--- config.mk ---
export PLATFORM = sky130hd
export DESIGN_NAME = komandara_axi4lite_cmd_arbiter
export DESIGN_NICKNAME = d
export VERILOG_FILES = /design/src/rtl/komandara_axi4lite_cmd_arbiter.sv
export SDC_FILE = /design/constraint.sdc
export NUM_CORES = 1
export LEC_CHECK = 0
export CORE_AREA = 2 2 116 118
export CTS_BUF_LIST = sky130_fd_sc_hd__clkbuf_8 sky130_fd_sc_hd__clkbuf_16
export DETAILED_ROUTE_END_ITERATION = 10
export DIE_AREA = 0 0 118 120
export PLACE_DENSITY = 0.5
export SLEW_MARGIN = 30
export SYNTH_ARGS = -nofsm -noshare
export SYNTH_HDL_FRONTEND = slang
export SYNTH_SLANG_ARGS = --single-unit
--- constraint.sdc ---
create_clock -name clk_i -period 4.4 [get_ports clk_i]
set_clock_uncertainty 0.2 [all_clocks]
set_input_delay 0.88 -clock clk_i [delete_from_list [all_inputs] [get_ports clk_i]]
set_output_delay 0.88 -clock clk_i [all_outputs]
set_load 0.05 [all_outputs]
--- src/rtl/komandara_axi4lite_cmd_arbiter.sv ---
// Shares one AXI4-Lite master cmd/rsp port between NUM_REQ requesters, one transaction at a time.
// Round-robin by default; define KOMANDARA_AXI_ARB_FIXED_PRIO_EN for fixed lowest-index priority.
module komandara_axi4lite_cmd_arbiter #(
    parameter int NUM_REQ    = 2,
    parameter int ADDR_WIDTH = 32,
    parameter int DATA_WIDTH = 32,
    localparam int IDX_W     = (NUM_REQ > 1) ? $clog2(NUM_REQ) : 1
) (
    input  logic                           clk_i,
    input  logic                           rst_i,
    input  logic [NUM_REQ-1:0]             s_cmd_valid_i,
    output logic [NUM_REQ-1:0]             s_cmd_ready_o,
    input  logic [NUM_REQ-1:0]             s_cmd_write_i,
    input  logic [NUM_REQ*ADDR_WIDTH-1:0]  s_cmd_addr_i,
    input  logic [NUM_REQ*DATA_WIDTH-1:0]  s_cmd_wdata_i,
    input  logic [NUM_REQ*DATA_WIDTH/8-1:0] s_cmd_wstrb_i,
    input  logic [NUM_REQ*3-1:0]           s_cmd_prot_i,
    output logic [NUM_REQ-1:0]             s_rsp_valid_o,
    input  logic [NUM_REQ-1:0]             s_rsp_ready_i,
    output logic [DATA_WIDTH-1:0]          s_rsp_rdata_o,
    output logic [1:0]                     s_rsp_resp_o,
    output logic                           m_cmd_valid_o,
    input  logic                           m_cmd_ready_i,
    output logic                           m_cmd_write_o,
    output logic [ADDR_WIDTH-1:0]          m_cmd_addr_o,
    output logic [DATA_WIDTH-1:0]          m_cmd_wdata_o,
    output logic [DATA_WIDTH/8-1:0]        m_cmd_wstrb_o,
    output logic [2:0]                     m_cmd_prot_o,
    input  logic                           m_rsp_valid_i,
    output logic                           m_rsp_ready_o,
    input  logic [DATA_WIDTH-1:0]          m_rsp_rdata_i,
    input  logic [1:0]                     m_rsp_resp_i,
    output logic                           busy_o,
    output logic [IDX_W-1:0]               grant_idx_o
);
    localparam int STRB_W = DATA_WIDTH / 8;
    localparam int PROT_W = 3;

    typedef enum logic [1:0] {
        ST_IDLE = 2'd0,
        ST_CMD  = 2'd1,
        ST_RSP  = 2'd2
    } state_e;

    state_e            state_r, state_s;
    logic [IDX_W-1:0]  grant_r, grant_s;
    logic [IDX_W-1:0]  winner_s;
    logic [IDX_W-1:0]  base_s;
    logic              grant_valid_s;
    logic              rsp_done_s;
    int unsigned       grant_int_s;

    assign grant_int_s   = 32'(grant_r);
    assign grant_valid_s = s_cmd_valid_i[grant_r];
    assign rsp_done_s    = (state_r == ST_RSP) && m_rsp_valid_i && s_rsp_ready_i[grant_r];

`ifdef KOMANDARA_AXI_ARB_FIXED_PRIO_EN
    assign base_s = '0;
`else
    logic [IDX_W-1:0] rr_ptr_r;

    // Round-robin pointer: the search starts just after the last requester served.
    always_ff @(posedge clk_i) begin
        if (rst_i) begin
            rr_ptr_r <= '0;
        end else if (rsp_done_s) begin
            rr_ptr_r <= (grant_r == IDX_W'(NUM_REQ - 1)) ? '0 : grant_r + 1'b1;
        end else begin
            rr_ptr_r <= rr_ptr_r;
        end
    end

    assign base_s = rr_ptr_r;
`endif

    // Winner search: first valid requester starting at base_s, wrapping modulo NUM_REQ.
    always_comb begin
        int   sum_v;
        int   idx_v;
        logic found_v;
        winner_s = '0;
        found_v  = 1'b0;
        for (int k = 0; k < NUM_REQ; k++) begin
            sum_v = int'(base_s) + k;
            idx_v = (sum_v >= NUM_REQ) ? (sum_v - NUM_REQ) : sum_v;
            if (!found_v && s_cmd_valid_i[idx_v]) begin
                winner_s = IDX_W'(idx_v);
                found_v  = 1'b1;
            end else begin
                found_v  = found_v;
            end
        end
    end

    // FSM next state and the per-state handshake steering.
    always_comb begin
        state_s       = state_r;
        grant_s       = grant_r;
        m_cmd_valid_o = 1'b0;
        m_rsp_ready_o = 1'b0;
        s_cmd_ready_o = '0;
        s_rsp_valid_o = '0;
        case (state_r)
            ST_IDLE: begin
                if (|s_cmd_valid_i) begin
                    grant_s = winner_s;
                    state_s = ST_CMD;
                end else begin
                    state_s = ST_IDLE;
                end
            end
            ST_CMD: begin
                m_cmd_valid_o          = grant_valid_s;
                s_cmd_ready_o[grant_r] = m_cmd_ready_i;
                if (grant_valid_s && m_cmd_ready_i) begin
                    state_s = ST_RSP;
                end else if (!grant_valid_s) begin
                    state_s = ST_IDLE;
                end else begin
                    state_s = ST_CMD;
                end
            end
            ST_RSP: begin
                s_rsp_valid_o[grant_r] = m_rsp_valid_i;
                m_rsp_ready_o          = s_rsp_ready_i[grant_r];
                if (rsp_done_s) begin
                    state_s = ST_IDLE;
                end else begin
                    state_s = ST_RSP;
                end
            end
            default: begin
                state_s = ST_IDLE;
            end
        endcase
    end

    // State and grant registers.
    always_ff @(posedge clk_i) begin
        if (rst_i) begin
            state_r <= ST_IDLE;
            grant_r <= '0;
        end else begin
            state_r <= state_s;
            grant_r <= grant_s;
        end
    end

    assign m_cmd_write_o = s_cmd_write_i[grant_r];
    assign m_cmd_addr_o  = s_cmd_addr_i[grant_int_s*ADDR_WIDTH +: ADDR_WIDTH];
    assign m_cmd_wdata_o = s_cmd_wdata_i[grant_int_s*DATA_WIDTH +: DATA_WIDTH];
    assign m_cmd_wstrb_o = s_cmd_wstrb_i[grant_int_s*STRB_W +: STRB_W];
    assign m_cmd_prot_o  = s_cmd_prot_i[grant_int_s*PROT_W +: PROT_W];
    assign s_rsp_rdata_o = m_rsp_rdata_i;
    assign s_rsp_resp_o  = m_rsp_resp_i;
    assign busy_o        = (state_r != ST_IDLE);
    assign grant_idx_o   = grant_r;

    komandara_axi4lite_cmd_arbiter_chk #(
        .NUM_REQ (NUM_REQ)
    ) u_chk (
        .clk_i       (clk_i),
        .rst_i       (rst_i),
        .cmd_phase   (state_r == ST_CMD),
        .grant_valid (grant_valid_s),
        .cmd_ready   (s_cmd_ready_o),
        .rsp_valid   (s_rsp_valid_o)
    );
endmodule

// Protocol checks for the arbiter; simulation-only properties.
module komandara_axi4lite_cmd_arbiter_chk #(
    parameter int NUM_REQ = 2
) (
    input logic               clk_i,
    input logic               rst_i,
    input logic               cmd_phase,
    input logic               grant_valid,
    input logic [NUM_REQ-1:0] cmd_ready,
    input logic [NUM_REQ-1:0] rsp_valid
);
    a_cmd_valid_held: assert property (@(posedge clk_i) disable iff (rst_i) cmd_phase |-> grant_valid)
        else $error("granted requester dropped cmd valid before handshake");
    a_cmd_ready_onehot: assert property (@(posedge clk_i) disable iff (rst_i) $onehot0(cmd_ready))
        else $error("more than one s_cmd_ready_o bit high");
    a_rsp_valid_onehot: assert property (@(posedge clk_i) disable iff (rst_i) $onehot0(rsp_valid))
        else $error("more than one s_rsp_valid_o bit high");
endmodule

==> metrics.yaml, run 1 <==
place:
  gp_congestion: 0.746
  dp_hpwl_um: 6380
  port_buffers: 231
setup_path:
  path_common_cell: "clkdlybuf4s50_1"
  required_ns: 3.32
  criticalPathCategory: "in -> out"
  worstReg2RegEnd: "state_r[1]"
  timing.rr.start: "grant_idx_o"
  crit_path_top_delay_cell: "clkdlybuf4s50_1"
  arrival_ns: 2.56
  worstPathCellList: "clkdlybuf4s50_1 > nor4b_1 > clkdlybuf4s50_1"
  r2r_cells: 3
  crit_path_start_kind: "input port"
  rrSetupSlack_ns: 2.78
  end_kind: "output pin"
  crit_path_max_incr_delay_ns: 0.86
  crit_fanout: 5
sta:
  maxSlewViolCount: 0
  fin_crit_sh: 0.828
  tightest_slew_ns: 0.594
  finalSetupViolations: 0
  fin_setup_tns_ns: 0
  rsz0062_at_grt: "no"
  slew_headroom: 0.603
  max_freq_ghz: 0.274
  fin_crit_ns: 3.64
  fin_hold_ws_ns: 0.293
  hold_viol_final: 0
synth:
  ys_warn_count: 0
  ys_types: 25
  syn_nets: 334
  synthCells: 148
  yosysSeqAreaShare: 0.0572
  avgSynthCellArea_um2: 9.45
  netlist_area_mm2: 0.00140
  synth-seq-cells: 4
route:
  wire_per_inst_um: 14.4
  drc_errors: 0
  detailroute.via_count: 1857
  drt_pass1_iterations: 4
  wl_um: 7460
  via_per_inst: 3.58
  drtAntennaViolNets: 0
  drt_iter0_drc: 56
cts:
  cts_setup_buffers: 0
  cts_tree: "done"
  cts_num_sinks: 4
  ctsResizeCount: 0
  hold_buffers: 0
  h-tree-depth: 1
  cts_buffers: 3
  cts_root_buf: "clkbuf_16"
  clk_latency_ns: 0.22
  clockBufferDepth: 2
  cts.clk_slew.worst_paths_ns: 0.03
floorplan:
  num_rows: 42
  die_x_um: 118
  die_h_um: 120
  start_util: 0.108
  num_io_pins: 300
  die-area_mm2: 0.0142
  core_area_mm2: 0.0130
grt:
  grt_pass1_wl_um: 11000
  grt_max_degree: 34
  antenna_found_initial: 0
  grt_usage: 0.0990
  grt_pass1_vias: 1963
  overflow: 0
power:
  leakagePower_nw: 1.32
  power.density_mw_per_mm2: 202
  ir_drop_v: 0.000106
  finalPower_mw: 0.752
final_layout:
  layout_commonest_cell: "clkdlybuf4s50_1"
  mostFrequentLayoutCells: "clkdlybuf4s50_1 (231), mux2_2 (72), inv_1 (6)"
  fillers: 1390
  multiInputGateArea_um2: 987
  seq_area_um2: 83.8
  area_delta_synth_final_pct: 167
  antennaDiodeCount: 0
  final_util: 0.287
  drive_above_1_share: 0.237
  nNetsFinal: 529
worst_hold_path:
  min_to: "base_s"
  hold_class: "reg -> reg"
  whs_path_depth: 2
  min_from: "base_s"
outcome:
  status: "complete, no violations"
job:
  cap_violations: 0
[cells in the mapped netlist (all sizes together)]
library cell	n	area, um^2
nand2	1	3.75
nor3	2	15.0
mux2i	2	20.0
inv	5	18.8
and2	1	6.26
o21ai	3	15.0
and3	1	6.26
buf	43	313
nor4b	1	8.76
a31o	1	8.76
a211oi	1	7.51
a21oi	3	15.0
dfxtp	4	80.1
a2111oi	1	15.0
o311a	1	10.0
mux2	72	811
and3b	1	8.76
o2111ai	1	8.76
and4	1	8.76
nor2b	2	12.5
or2	1	6.26
[per-layer routing]
layer / vias to the layer above / GRT usage / part of all wire
met1: 848 / 0.110 / 0.38
met4: 0 / 0.0324 / 0.016
met2: 111 / 0.178 / 0.52
met5: - / 0 / 0
li1: 886 / - / -
met3: 12 / 0.0323 / 0.082
[area by class of cell]
cell class / instances / area share
clock buffers: 3 / 0.0201
clock inverters: 1 / 0.00101
inverters: 5 / 0.00503
multi-input cells: 96 / 0.265
flip-flops and latches: 4 / 0.0225
well taps: 176 / 0.0591
repair buffers: 233 / 0.628
[registers in the layout (all words and copies together) (netlist names)]
| name | flops |
|---|---|
| base_s | 1 |
| grant_idx_o | 1 |
| state_r | 2 |
[logic make-up after synthesis]
group / count (synthesis) / synth area share
mux: 74 / 0.594
simple gates: 11 / 0.0546
compound gates: 11 / 0.0572
flops: 4 / 0.0572
buf+inv: 48 / 0.237
[worst max path at each step]
stage	depth (start not counted)	from	to	slack (ns)
2_1_floorplan	3	grant_idx_o	s_cmd_ready_o[0]	0.77
3_3_place_gp	4	s_cmd_valid_i[0]	m_cmd_valid_o	0.76
3_5_place_dp	3	m_cmd_ready_i	s_cmd_ready_o[0]	0.75
4_1_cts	4	s_cmd_valid_i[1]	m_cmd_valid_o	0.74
5_1_grt	4	m_rsp_valid_i	s_rsp_valid_o[0]	0.68
6_report	3	m_cmd_ready_i	s_cmd_ready_o[0]	0.76
[stage by stage]
stage	cells	worst slack, ns	instance area, um^2
finish	518	0.756	3730
global route	518	0.685	3730
CTS	518	0.742	3730
detailed placement	514	0.750	3650
global placement	514	0.756	3650
floorplan	148	0.768	1400
[critical path: cells and delay by family]
| family | cells | cell delay, ns |
|---|---|---|
| buffers and inverters | 2 | 1.41 |
| AND/OR/NAND/NOR | 1 | 0.27 |
[report_power, final]
| group | internal [mW] | leakage (nW) | switching, mW |
|---|---|---|---|
| registers | 0.0385 | 0.0335 | 0.0103 |
| logic | 0.271 | 1.25 | 0.290 |
| clock network | 0.117 | 0.0423 | 0.0252 |
| total | 0.427 | 1.32 | 0.326 |
No activity file was read; power rests on OpenSTA's default activity.
==> run 2: changes to the inputs <==
CORE_AREA = 2 2 115 117   (was 2 2 116 118)
DIE_AREA = 0 0 117 119   (was 0 0 118 120)
PLACE_DENSITY = 0.53   (was 0.5)
clock period = 3.1 ns   (was 4.4 ns; I/O delays follow)
==> metrics.yaml, run 2 (synthesis results as in run 1) <==
worst_hold_path:
  whs_path_depth: 2  # unchanged
  hold_class: "reg -> reg"
floorplan:
  start_util: 0.109  # +0.000880
  die_x_um: 117  # -0.85%
  die_h_um: 119  # -0.83%
  num_io_pins: 300  # unchanged
  core_area_mm2: 0.0129  # -0.81%
  num_rows: 42  # unchanged
  die-area_mm2: 0.0139  # -1.7%
final_layout:
  seq_area_um2: 83.8  # unchanged
  largest-register: "state_r"
  nNetsFinal: 529  # unchanged
  layout_commonest_cell: "clkdlybuf4s50_1"
  largest_reg_flops: 2  # unchanged
  drive_above_1_share: 0.471  # +0.234
  mostFrequentLayoutCells: "clkdlybuf4s50_1 (152), buf_4 (74), mux2_2 (72)"
  antennaDiodeCount: 0  # unchanged
  area_delta_synth_final_pct: 158
  fillers: 1379  # -0.79%
  multiInputGateArea_um2: 993  # +0.63%
sta:
  fin_crit_ns: 2.70
  rsz0062_at_grt: "no"
  final.setup.worst_slack_ns: 0.399  # -0.356 ns
  maxSlewViolCount: 0  # unchanged
  finalSetupViolations: 0  # unchanged
  tightest_slew_ns: 0.674  # +0.0802 ns
  hold_viol_final: 0  # unchanged
  fin_setup_tns_ns: 0  # unchanged
  slew_headroom: 0.551  # -0.0522
  max_freq_ghz: 0.370
  fin_crit_sh: 0.871
setup_path:
  r2r_cells: 3  # unchanged
  required_ns: 2.28  # -1.04 ns
  end_kind: "output pin"
  crit_path_start_kind: "register"
  crit_fanout: 49  # +44
  criticalPathCategory: "reg -> out"
  arrival_ns: 1.88  # -0.68 ns
route:
  drc_errors: 0  # unchanged
  wl_um: 7370  # -1.1%
  via_per_inst: 3.56  # -0.65%
  drt_pass1_iterations: 3  # -1
  drt_iter0_drc: 38  # -32%
  detailroute.via_count: 1845  # -0.65%
  wire_per_inst_um: 14.2  # -1.1%
  drtAntennaViolNets: 0  # unchanged
power:
  leakagePower_nw: 1.42  # +7.3%
  power.density_mw_per_mm2: 290  # +44%
  ir_drop_v: 0.000101  # -4.6%
cts:
  clockBufferDepth: 2  # unchanged
  cts_num_sinks: 4  # unchanged
  clk_latency_ns: 0.23  # about the same
  cts_setup_buffers: 0  # unchanged
  cts_root_buf: "clkbuf_16"
  cts_buffers: 3  # unchanged
  h-tree-depth: 1  # unchanged
  cts_tree: "done"
  hold_buffers: 0  # unchanged
  cts.clk_slew.worst_paths_ns: 0.03  # about the same
  ctsResizeCount: 0  # unchanged
grt:
  overflow: 0  # unchanged
  grt_pass1_wl_um: 10200  # -7.2%
  grt_pass1_vias: 1922  # -2.1%
  antenna_found_initial: 0  # unchanged
  grt_max_degree: 50  # +47%
  grt_usage: 0.0946  # -0.00433
job:
  cap_violations: 0  # unchanged
place:
  gp_congestion: 0.682  # -8.5%
  port_buffers: 231  # unchanged
  place_ws_ns: 0.488  # -0.262 ns
  dp_hpwl_um: 6440  # +0.91%
outcome:
  status: "complete, no violations"
[run 2: cell types whose count changed in the layout (fill, tap and decap cells not counted)]
cell	delta
nor4b_1	-1
clkdlybuf4s50_1	-79
nor4b_2	+1
buf_12	+6
buf_4	+73
[run 2: worst max-delay path: stages (launching register included)]
cell	delay, ns
dfxtp_4	0.78
buf_4	0.31
mux2_2	0.36
buf_4	0.19
[run 2: path summary, 6_finish.rpt]
check	from	endpoint	slack, ns
setup / recovery	grant_idx_o	m_cmd_addr_o[1]	0.40
hold / removal	base_s	base_s	0.32
setup reg to reg	grant_idx_o	state_r[1]	1.30
hold reg to reg	base_s	base_s	0.32
[run 2: layout make-up]
type | count | share of cell area
clock buffer | 3 | 0.0208
clock inverter | 1 | 0.00104
multi-input combinational | 96 | 0.275
tap | 176 | 0.0610
timing repair buffer | 233 | 0.614
sequential | 4 | 0.0232
inverter | 5 | 0.00520
[run 2: per-layer routing]
metal | GRT usage | share of wire | up-vias
met5 | 0 | 0 | -
met4 | 0.0360 | 0.019 | 0
met3 | 0.0224 | 0.10 | 15
met2 | 0.169 | 0.50 | 112
met1 | 0.107 | 0.38 | 831
li1 | - | - | 887
[run 2: per-stage QoR]
step	hold slack (ns)	power, mW	std cells	area, um^2	util
floorplan	0.260	0.624	148	1410	-
global placement	0.294	0.846	514	3530	0.274
detailed placement	0.310	0.850	514	3530	0.274
CTS	0.317	1.06	518	3610	0.281
global route	0.347	1.09	518	3610	0.281
finish	0.315	1.05	518	3610	0.281
[run 2: power by group]
group / switching, mW / total (mW) / internal, mW
registers: 0.0200 / 0.0746 / 0.0546
clock network: 0.0393 / 0.206 / 0.167
logic: 0.406 / 0.769 / 0.363
total: 0.465 / 1.05 / 0.584
==> run 3: changes to the inputs <==
==> constraint.sdc (replaced) <==
create_clock -name clk_i -period 3.1 [get_ports clk_i]
set_clock_uncertainty 0.2 [all_clocks]
set_input_delay 0.465 -clock clk_i [delete_from_list [all_inputs] [get_ports clk_i]]
set_output_delay 0.465 -clock clk_i [all_outputs]
set_load 0.05 [all_outputs]
==> metrics.yaml, run 3 (synthesis results as in run 1) <==
sta:
  fin_setup_tns_ns: 0  # unchanged
  tightest_slew_ns: 0.534  # -0.140 ns
  maxSlewViolCount: 0  # unchanged
  slew_headroom: 0.643  # +0.0920
  rsz0062_at_grt: "no"
  fin_crit_ns: 2.78  # +0.0793 ns
  hold_viol_final: 0  # unchanged
  fin_crit_sh: 0.897  # +0.0256
  finalSetupViolations: 0  # unchanged
  max_freq_ghz: 0.360  # -2.9%
floorplan:
  die-area_mm2: 0.0139  # unchanged
  num_rows: 42  # unchanged
  num_io_pins: 300  # unchanged
  start_util: 0.109  # unchanged
  die_x_um: 117  # unchanged
  die_h_um: 119  # unchanged
  core_area_mm2: 0.0129  # unchanged
setup_path:
  arrival_ns: 2.12  # +0.24 ns
  crit_start: "grant_idx_o"
  criticalPathCategory: "reg -> out"
  timing.rr.start: "grant_idx_o"
  r2r_cells: 4  # +1
  crit_path_start_kind: "register"
  required_ns: 2.43  # +0.15 ns
  crit_path_end: "m_cmd_wdata_o[22]"
  crit_fanout: 20  # -59%
  worstReg2RegEnd: "state_r[1]"
  end_kind: "output pin"
  rrSetupSlack_ns: 1.43  # +0.13 ns
final_layout:
  drive_above_1_share: 0.280  # -0.191
  instances_no_fill: 519  # +0.19%
  final_util: 0.288  # +0.00758
  largest-register: "state_r"
  multiInputGateArea_um2: 993  # unchanged
  layout_commonest_cell: "clkdlybuf4s50_1"
  mostFrequentLayoutCells: "clkdlybuf4s50_1 (218), mux2_2 (72), buf_4 (15)"
  fillers: 1374  # -0.36%
  nNetsFinal: 530  # +0.19%
  seq_area_um2: 83.8  # unchanged
  area_delta_synth_final_pct: 165
  largest_reg_flops: 2  # unchanged
  fin_area_mm2: 0.00371  # +2.7%
  antennaDiodeCount: 0  # unchanged
cts:
  cts.clk_slew.worst_paths_ns: 0.03  # about the same
  cts_tree: "done"
  cts_num_sinks: 4  # unchanged
  clockBufferDepth: 2  # unchanged
  clk_latency_ns: 0.23  # about the same
  cts_setup_buffers: 0  # unchanged
  cts_buffers: 3  # unchanged
  cts_root_buf: "clkbuf_16"
  ctsResizeCount: 0  # unchanged
  h-tree-depth: 1  # unchanged
  hold_buffers: 0  # unchanged
place:
  place_inst: 515  # +0.19%
  place_area_mm2: 0.00363  # +2.8%
  gp_congestion: 0.736  # +7.8%
  port_buffers: 231  # unchanged
  dp_hpwl_um: 6500  # +0.97%
grt:
  grt_max_degree: 36  # -28%
  grt_pass1_wl_um: 10300  # +0.67%
  grt_usage: 0.0966  # +0.00199
  antenna_found_initial: 0  # unchanged
  grt_pass1_vias: 1960  # +2.0%
  overflow: 0  # unchanged
route:
  drt_pass1_iterations: 4  # +1
  via_per_inst: 3.55  # -0.19%
  drtAntennaViolNets: 0  # unchanged
  drc_errors: 0  # unchanged
  wl_um: 7450  # +0.98%
  detailroute.via_count: 1845  # unchanged
  drt_iter0_drc: 63  # +66%
  wire_per_inst_um: 14.3  # +0.78%
power:
  leakagePower_nw: 1.35  # -5.0%
  finalPower_mw: 1.07  # +1.5%
  ir_drop_v: 0.000117  # +16%
  power.density_mw_per_mm2: 287  # -1.1%
job:
  cap_violations: 0  # unchanged
worst_hold_path:
  hold_class: "reg -> reg"
outcome:
  status: "complete, no violations"
==> run 3: cell count changes in the layout (fill, tap and decap cells not counted) <==
cell / delta
buf_12: -6
buf_4: -59
clkdlybuf4s50_1: +66
==> run 3: layer usage <==
metal,track usage,up-vias,part of all wire
li1,-,889,-
met1,0.108,837,0.38
met2,0.178,109,0.50
met3,0.0209,10,0.10
met4,0.0331,0,0.012
met5,0,-,0
==> run 3: layout make-up <==
class,count,share of cell area
clock buffer,3,0.0202
clock inverter,1,0.00101
inverter,5,0.00506
multi-input combinational,96,0.268
sequential,4,0.0226
tap,176,0.0594
timing repair buffer,234,0.624
==> run 3: per-stage QoR <==
stage               hold WS (ns)  worst slack, ns
finish                     0.297            0.320
floorplan                  0.260            0.541
global placement           0.280            0.535
global route               0.321            0.224
detailed placement         0.300            0.538
CTS                        0.302            0.295
==> run 3: report_power, final <==
group          leakage, nW  internal [mW]  switching (mW)  total (mW)
clock network       0.0423          0.167          0.0375       0.204
logic                 1.27          0.383           0.414       0.797
registers           0.0335         0.0547         0.00951      0.0642
total                 1.35          0.604           0.461        1.07
==> run 3: critical path, stage by stage, from the launching register on <==
cell and delay, ns:
dfxtp_4 0.48, buf_4 0.31, mux2_2 0.38, clkdlybuf4s50_1 0.70
==> run 3: worst min path at each step <==
stage	slack, ns	cells after the start	end	from
finish	0.30	2	base_s	base_s
global route	0.32	2	base_s	base_s
CTS	0.30	2	base_s	base_s
detailed placement	0.30	2	base_s	base_s
global placement	0.28	2	base_s	base_s
floorplan	0.26	2	base_s	base_s
